==> config.mk <==
export PLATFORM = sky130hd
export DESIGN_NAME = non_restoring_division_controller
export DESIGN_NICKNAME = d
export VERILOG_FILES = /design/src/rtl/non_restoring_division_controller.sv
export SDC_FILE = /design/constraint.sdc
export NUM_CORES = 1
export LEC_CHECK = 0
export ABC_AREA = 1
export CORE_UTILIZATION = 30
export DETAILED_ROUTE_END_ITERATION = 10
export GPL_ROUTABILITY_DRIVEN = 0
export PLACE_DENSITY = 0.7
export RECOVER_POWER = 100
export SYNTH_ARGS = -nofsm -noshare
export SYNTH_HDL_FRONTEND = slang
export SYNTH_SLANG_ARGS = --single-unit
==> constraint.sdc <==
create_clock -name clk -period 1.4 [get_ports clk]
set_clock_uncertainty 0.05 [all_clocks]
set_input_delay 0.21 -clock clk [delete_from_list [all_inputs] [get_ports clk]]
set_output_delay 0.21 -clock clk [all_outputs]
set_load 0.005 [all_outputs]
==> src/rtl/non_restoring_division_controller.sv <==
// Sequencer for a 16-bit non-restoring divider datapath.
// Optional divide-by-zero short cut: define NRD_DIV_ZERO_CHECK_EN.
module non_restoring_division_controller (
   input  logic        clk,
   input  logic        rst,
   input  logic        start,
   input  logic [15:0] divisor,
   input  logic        a_sign,
   output logic        select_A,
   output logic        select_Q,
   output logic        ld_A,
   output logic        ld_Q,
   output logic        shift_left_enable_a,
   output logic        shift_left_enable_q,
   output logic        count_enable,
   output logic        restore_en,
   output logic        busy,
   output logic        done,
   output logic        dz_error,
   output logic [4:0]  iter_count
);

`ifdef NRD_DIV_ZERO_CHECK_EN
   localparam bit ZERO_CHECK = 1'b1;
`else
   localparam bit ZERO_CHECK = 1'b0;
`endif

   typedef enum logic [2:0] {
      IDLE    = 3'd0,
      LOAD    = 3'd1,
      SHIFT   = 3'd2,
      ADDSUB  = 3'd3,
      CORRECT = 3'd4,
      DONE    = 3'd5
   } state_t;

   state_t state;
   state_t state_next;
   logic   div_zero;
   logic   dz_q;

   assign div_zero = (divisor == 16'd0);

   always_ff @(posedge clk) begin
      if (rst) state <= IDLE;
      else     state <= state_next;
   end

   // Count saturates at 16 and holds until the next LOAD.
   always_ff @(posedge clk) begin
      if (rst)
         iter_count <= 5'd0;
      else if (state == LOAD)
         iter_count <= 5'd0;
      else if (state == ADDSUB && iter_count != 5'd16)
         iter_count <= iter_count + 5'd1;
   end

   always_ff @(posedge clk) begin
      if (rst)
         dz_q <= 1'b0;
      else if (state == IDLE && start)
         dz_q <= ZERO_CHECK && div_zero;
   end

   assign dz_error = dz_q;

   always_comb begin
      state_next = state;
      unique case (state)
         IDLE: begin
            if (start)
               state_next = (ZERO_CHECK && div_zero) ? DONE : LOAD;
         end
         LOAD:    state_next = SHIFT;
         SHIFT:   state_next = ADDSUB;
         ADDSUB: begin
            if (iter_count < 5'd15) state_next = SHIFT;
            else                    state_next = CORRECT;
         end
         CORRECT: state_next = DONE;
         DONE:    state_next = IDLE;
         default: state_next = IDLE;
      endcase
   end

   always_comb begin
      select_A            = 1'b0;
      select_Q            = 1'b0;
      ld_A                = 1'b0;
      ld_Q                = 1'b0;
      shift_left_enable_a = 1'b0;
      shift_left_enable_q = 1'b0;
      count_enable        = 1'b0;
      restore_en          = 1'b0;
      busy                = (state != IDLE);
      done                = 1'b0;
      unique case (state)
         IDLE: ;
         LOAD: begin
            ld_A = 1'b1;
            ld_Q = 1'b1;
         end
         SHIFT: begin
            shift_left_enable_a = 1'b1;
            shift_left_enable_q = 1'b1;
         end
         ADDSUB: begin
            ld_A         = 1'b1;
            select_A     = 1'b1;
            ld_Q         = 1'b1;
            select_Q     = 1'b1;
            count_enable = 1'b1;
         end
         // A negative final remainder gets the divisor added back.
         CORRECT: begin
            restore_en = a_sign;
            ld_A       = a_sign;
         end
         DONE:    done = 1'b1;
         default: ;
      endcase
   end

endmodule
Yosys cells after proc, flatten, opt, wreduce, memory -nomap -nowiden
Index checks and enable logic that the tools add are counted.
{ "op_classes": {"addsub": 1, "order_cmp": 1, "n_eq_ne": 7, "n_mux": 9, "n_reduce_logical": 5} }
{ "op_table": {"columns": ["operator", "n"], "rows": [
  ["case mux 3 bit (5 select lines)", 1],
  ["equality test 3 x 2 -> 1 bit (second input constant)", 2],
  ["equality test 3 bit (second input constant)", 2],
  ["two-way mux 3 bit", 2],
  ["adder 5 x 1 -> 5 bit (second input constant)", 1],
  ["< comparator 5 x 4 -> 1 bit (second input constant)", 1],
  ["two-way mux 1 bit", 5],
  ["inequality test 5 bit (second input constant)", 1],
  ["OR reduction 2 bit", 2],
  ["equality test 3 x 1 -> 1 bit (second input constant)", 1],
  ["logical NOT 3 bit", 1],
  ["nonzero test 3 bit", 1],
  ["inequality test 2 bit (second input constant)", 1],
  ["case mux 1 bit (2 select lines)", 1],
  ["logical AND 1 bit", 1]
]} }
{ "word_totals": {"register_bits": 8, "inputBits": 20, "output_inout_bits": 16, "wordCells": 25} }

Logic depth before layout (Yosys ltp)
{ "logic_depth": {"depth_word": 3, "ltp_mapped": 9} }

Least setup slack after synthesis
Ideal clock, no wire load.
{ "synth_path": {"kind": "register to register", "startpoint": "reg iter_count[0]", "endpoint": "reg iter_count[3]", "arrival_ps": 1078, "required_time_ps": 1237, "path_slack_ps": 158, "path_stages_with_launch": 9, "path_buffers": 0, "period_less_slack_ps": 1242, "cell_sequence": "dfxtp_1 > inv_1 > ha_1 > nand2_1 > inv_1 > nand2_2 > nand2_1 > o21ai_1 > nor2_1"} }
{ "synth_via": {"elab_chain_len": 2} }
{ "synth_lines": {"columns": ["element", "line", "rtl"], "rows": [
  ["start, declared", "20", "output logic [4:0] iter_count"],
  ["start signal, assigned", "57", "iter_count <= iter_count + 5'd1;"],
  ["branches (longest 2 deep; another with adder 5 x 1 -> 5 bit)", null, null]
]} }
Parallel ways; which one is timed is not known.
A chain may end at the register's enable or synchronous reset.

Worst setup path in the final report
{ "layout_path": {"startpoint": "reg state[1]", "endpoint": "reg state[2]"} }
{ "layout_via": {"elab_chain_len": 2} }
{ "layout_lines": {"columns": ["element", "line", "rtl"], "rows": [
  ["start, declared", "38", "state_t state;"],
  ["start signal, assigned", "47", "else state <= state_next;"],
  ["equality test 3 bit (tied with other cells)", "71", "unique case (state)"],
  ["case mux 3 bit (5 select lines) / inequality test 2 bit (equally long branches)", null, null]
]} }
Parallel ways exist; a longest one is shown, timed or not.

==> results.yml <==
floorplanning:
  core_um2: 1580
  rows: 14
  dieArea_um2: 1950
  dieHeight_um: 44.2
  die_w_um: 44.2
  ioPinCount: 36
  initial_core_util: 0.339
final_layout:
  n_antenna_cell: 0
  syn2layout_area_growth_pct: 53.9
  multi_input_area_um2: 299
  fill_cells: 170
  seqCellArea_um2: 179
  final_cell_mix: "18 x nand2_1, 14 x inv_1, 13 x buf_4"
  final_util: 0.521
  nets: 135
  layout_commonest_cell: "nand2_1"
  drive_gt1_frac: 0.351
global_routing:
  grt_pass1_wl_um: 2010
  antenna_found_initial: 0
  grt_pass1_vias: 522
  grt_max_degree: 9
  grt_overflow: 0
  grt_usage: 0.143
yosys:
  syn_avg_cell_area_um2: 6.52
  yosysSeqAreaShare: 0.300
  syn_area_um2: 534
  synth_cell_types: 18
  netlist_instances: 82
  synth-seq-cells: 8
  ys_warn_count: 0
  synth.net_count: 104
power:
  power_mw: 0.522
  p_leak_nw: 0.423
  vdd.ir_drop.worst_mv: 0.409
  power_switching_mw: 0.136
  p_comb_frac: 0.217
  seq_power_share: 0.465
  powerDensity_nw_per_um2: 635
  intPower_mw: 0.386
  clkPwrFrac: 0.318
  swShare: 0.261
sta:
  rsz0062_at_grt: "yes"
  finalHoldViolCount: 0
  min_period_over_period: 0.976
  worst_hold_slack_ns: 0.453
  fin_crit_ns: 1.37
  finalSetupViolCount: 0
  max_freq_mhz: 732
  drv_slew: 0
drt:
  drtIter0Drc: 3
  drc_errors: 0
  antenna_left: 0
  via_per_inst: 4.65
  drtPass1Iterations: 5
  wl_per_cell_um: 9.22
  wirelength_um: 1170
  vias: 590
min_path:
  hold_class: "flop to flop"
placed_design:
  dpl.hpwl_um: 881
  io_buffers: 18
clock_network:
  cts_buffers: 3
  cts-root-buf: "clkbuf_4"
  clkTransAtPathRegs_ns: 0.05
  clockBufferDepth: 2
  clock-sinks: 8
  cts-htree-levels: 1
  cts_tree: "yes"
  insertion_delay_ns: 0.25
  hold_buffers: 0
setup_path:
  crit_start: "state[1]$_SDFFE_PP0P_"
  reg2regPathDepth: 8
  required_ns: 1.53
  worstReg2RegStart: "state[1]$_SDFFE_PP0P_"
  critPathMaxFanout: 4
  crit_type: "flop to flop"
  r2r_slack_ns: 0.03
  r2r_end: "state[2]$_SDFFE_PP0P_"
  worstPathArrival_ns: 1.50
  setup.worst_path.start_class: "flop"
  end_kind: "flop"
  crit_end: "state[2]$_SDFFE_PP0P_"
job:
  drv_cap: 0
run_status:
  outcome: "completed"
-- per-layer routing --
layer	vias up	routed length (µm)	GRT usage
met5	-	0	0
met4	0	33	0.0909
met3	4	64	0.0367
met2	20	593	0.265
met1	262	480	0.139
li1	304	-	-
-- critical path: stages, from the launching register on --
cell and delay [ns]:
dfxtp_4 0.36, nor2_4 0.11, nand2_2 0.06, buf_4 0.13
buf_4 0.12, buf_4 0.12, buf_4 0.12, buf_4 0.12
a21oi_2 0.11
-- synth_stat cells --
| library cell | n | area, µm² |
|---|---|---|
| nand2_1 | 19 | 71.3 |
| inv_1 | 15 | 56.3 |
| nor2_1 | 10 | 37.5 |
| dfxtp_1 | 8 | 160 |
| a21oi_1 | 5 | 25.0 |
| buf_4 | 5 | 37.5 |
| nand3_1 | 4 | 20.0 |
| nand2_2 | 3 | 18.8 |
| ha_1 | 2 | 25.0 |
| nor3_1 | 2 | 10.0 |
| o21ai_0 | 2 | 10.0 |
| conb_1 | 1 | 3.75 |
| nand3_2 | 1 | 10.0 |
| nand4_1 | 1 | 6.26 |
| nor2_4 | 1 | 11.3 |
| nor2_8 | 1 | 20.0 |
| o21ai_1 | 1 | 5.00 |
| o22ai_1 | 1 | 6.26 |
-- power groups by stage --
stage	combinational, mW	sequential (mW)	clock, mW
final	0.113	0.243	0.166
after global routing	0.126	0.244	0.201
after CTS	0.114	0.244	0.177
after detailed placement	0.125	0.248	0
after global placement	0.124	0.248	0
after floorplan	0.0602	0.247	0
-- state kept, by name, indices dropped and copies added, names as in the netlist --
| signal | flops |
|---|---|
| iter_count | 5 |
| state | 3 |
-- through the flow --
stage / instance area (µm²) / setup WS [ns] / std cells / TNS [ns]
6_report: 822 / 0.0335 / 127 / 0
5_1_grt: 822 / -0.0248 / 127 / -0.0266
4_1_cts: 813 / 0.000227 / 126 / 0
3_5_place_dp: 757 / -0.196 / 119 / -0.557
3_3_place_gp: 757 / -0.195 / 119 / -0.538
2_1_floorplan: 534 / 0.158 / 82 / 0
-- cell type report --
class / instances / area share
multi-input cells: 54 / 0.364
repair buffers: 31 / 0.298
flip-flops and latches: 8 / 0.218
inverters: 15 / 0.0685
clock buffers: 3 / 0.0274
well taps: 16 / 0.0244
-- worst min-delay path by stage --
stage                               start                    endpoint  cells after the start
5_1_grt                               rst       state[2]$_SDFFE_PP0P_                      2
3_3_place_gp   iter_count[1]$_SDFFE_PP0P_  iter_count[1]$_SDFFE_PP0P_                      2
2_1_floorplan                         rst       state[2]$_SDFFE_PP0P_                      1
3_5_place_dp   iter_count[1]$_SDFFE_PP0P_  iter_count[1]$_SDFFE_PP0P_                      2
4_1_cts        iter_count[1]$_SDFFE_PP0P_  iter_count[1]$_SDFFE_PP0P_                      2
6_report       iter_count[1]$_SDFFE_PP0P_  iter_count[1]$_SDFFE_PP0P_                      2
-- what timing repair did --
item                                    in CTS  in global routing
pin swaps                                    2                  0
gates resized for setup                     26                 24
endpoints found under the setup margin      14                 13
setup buffers                                4                  1
-- kinds of logic after synthesis --
logic type / synth area share
simple gates: 0.384
fa+ha+maj: 0.0468
buf+inv: 0.176
flops: 0.300
compound gates: 0.0866
other cells: 0.00702
Power figures use the tool's default switching activity.
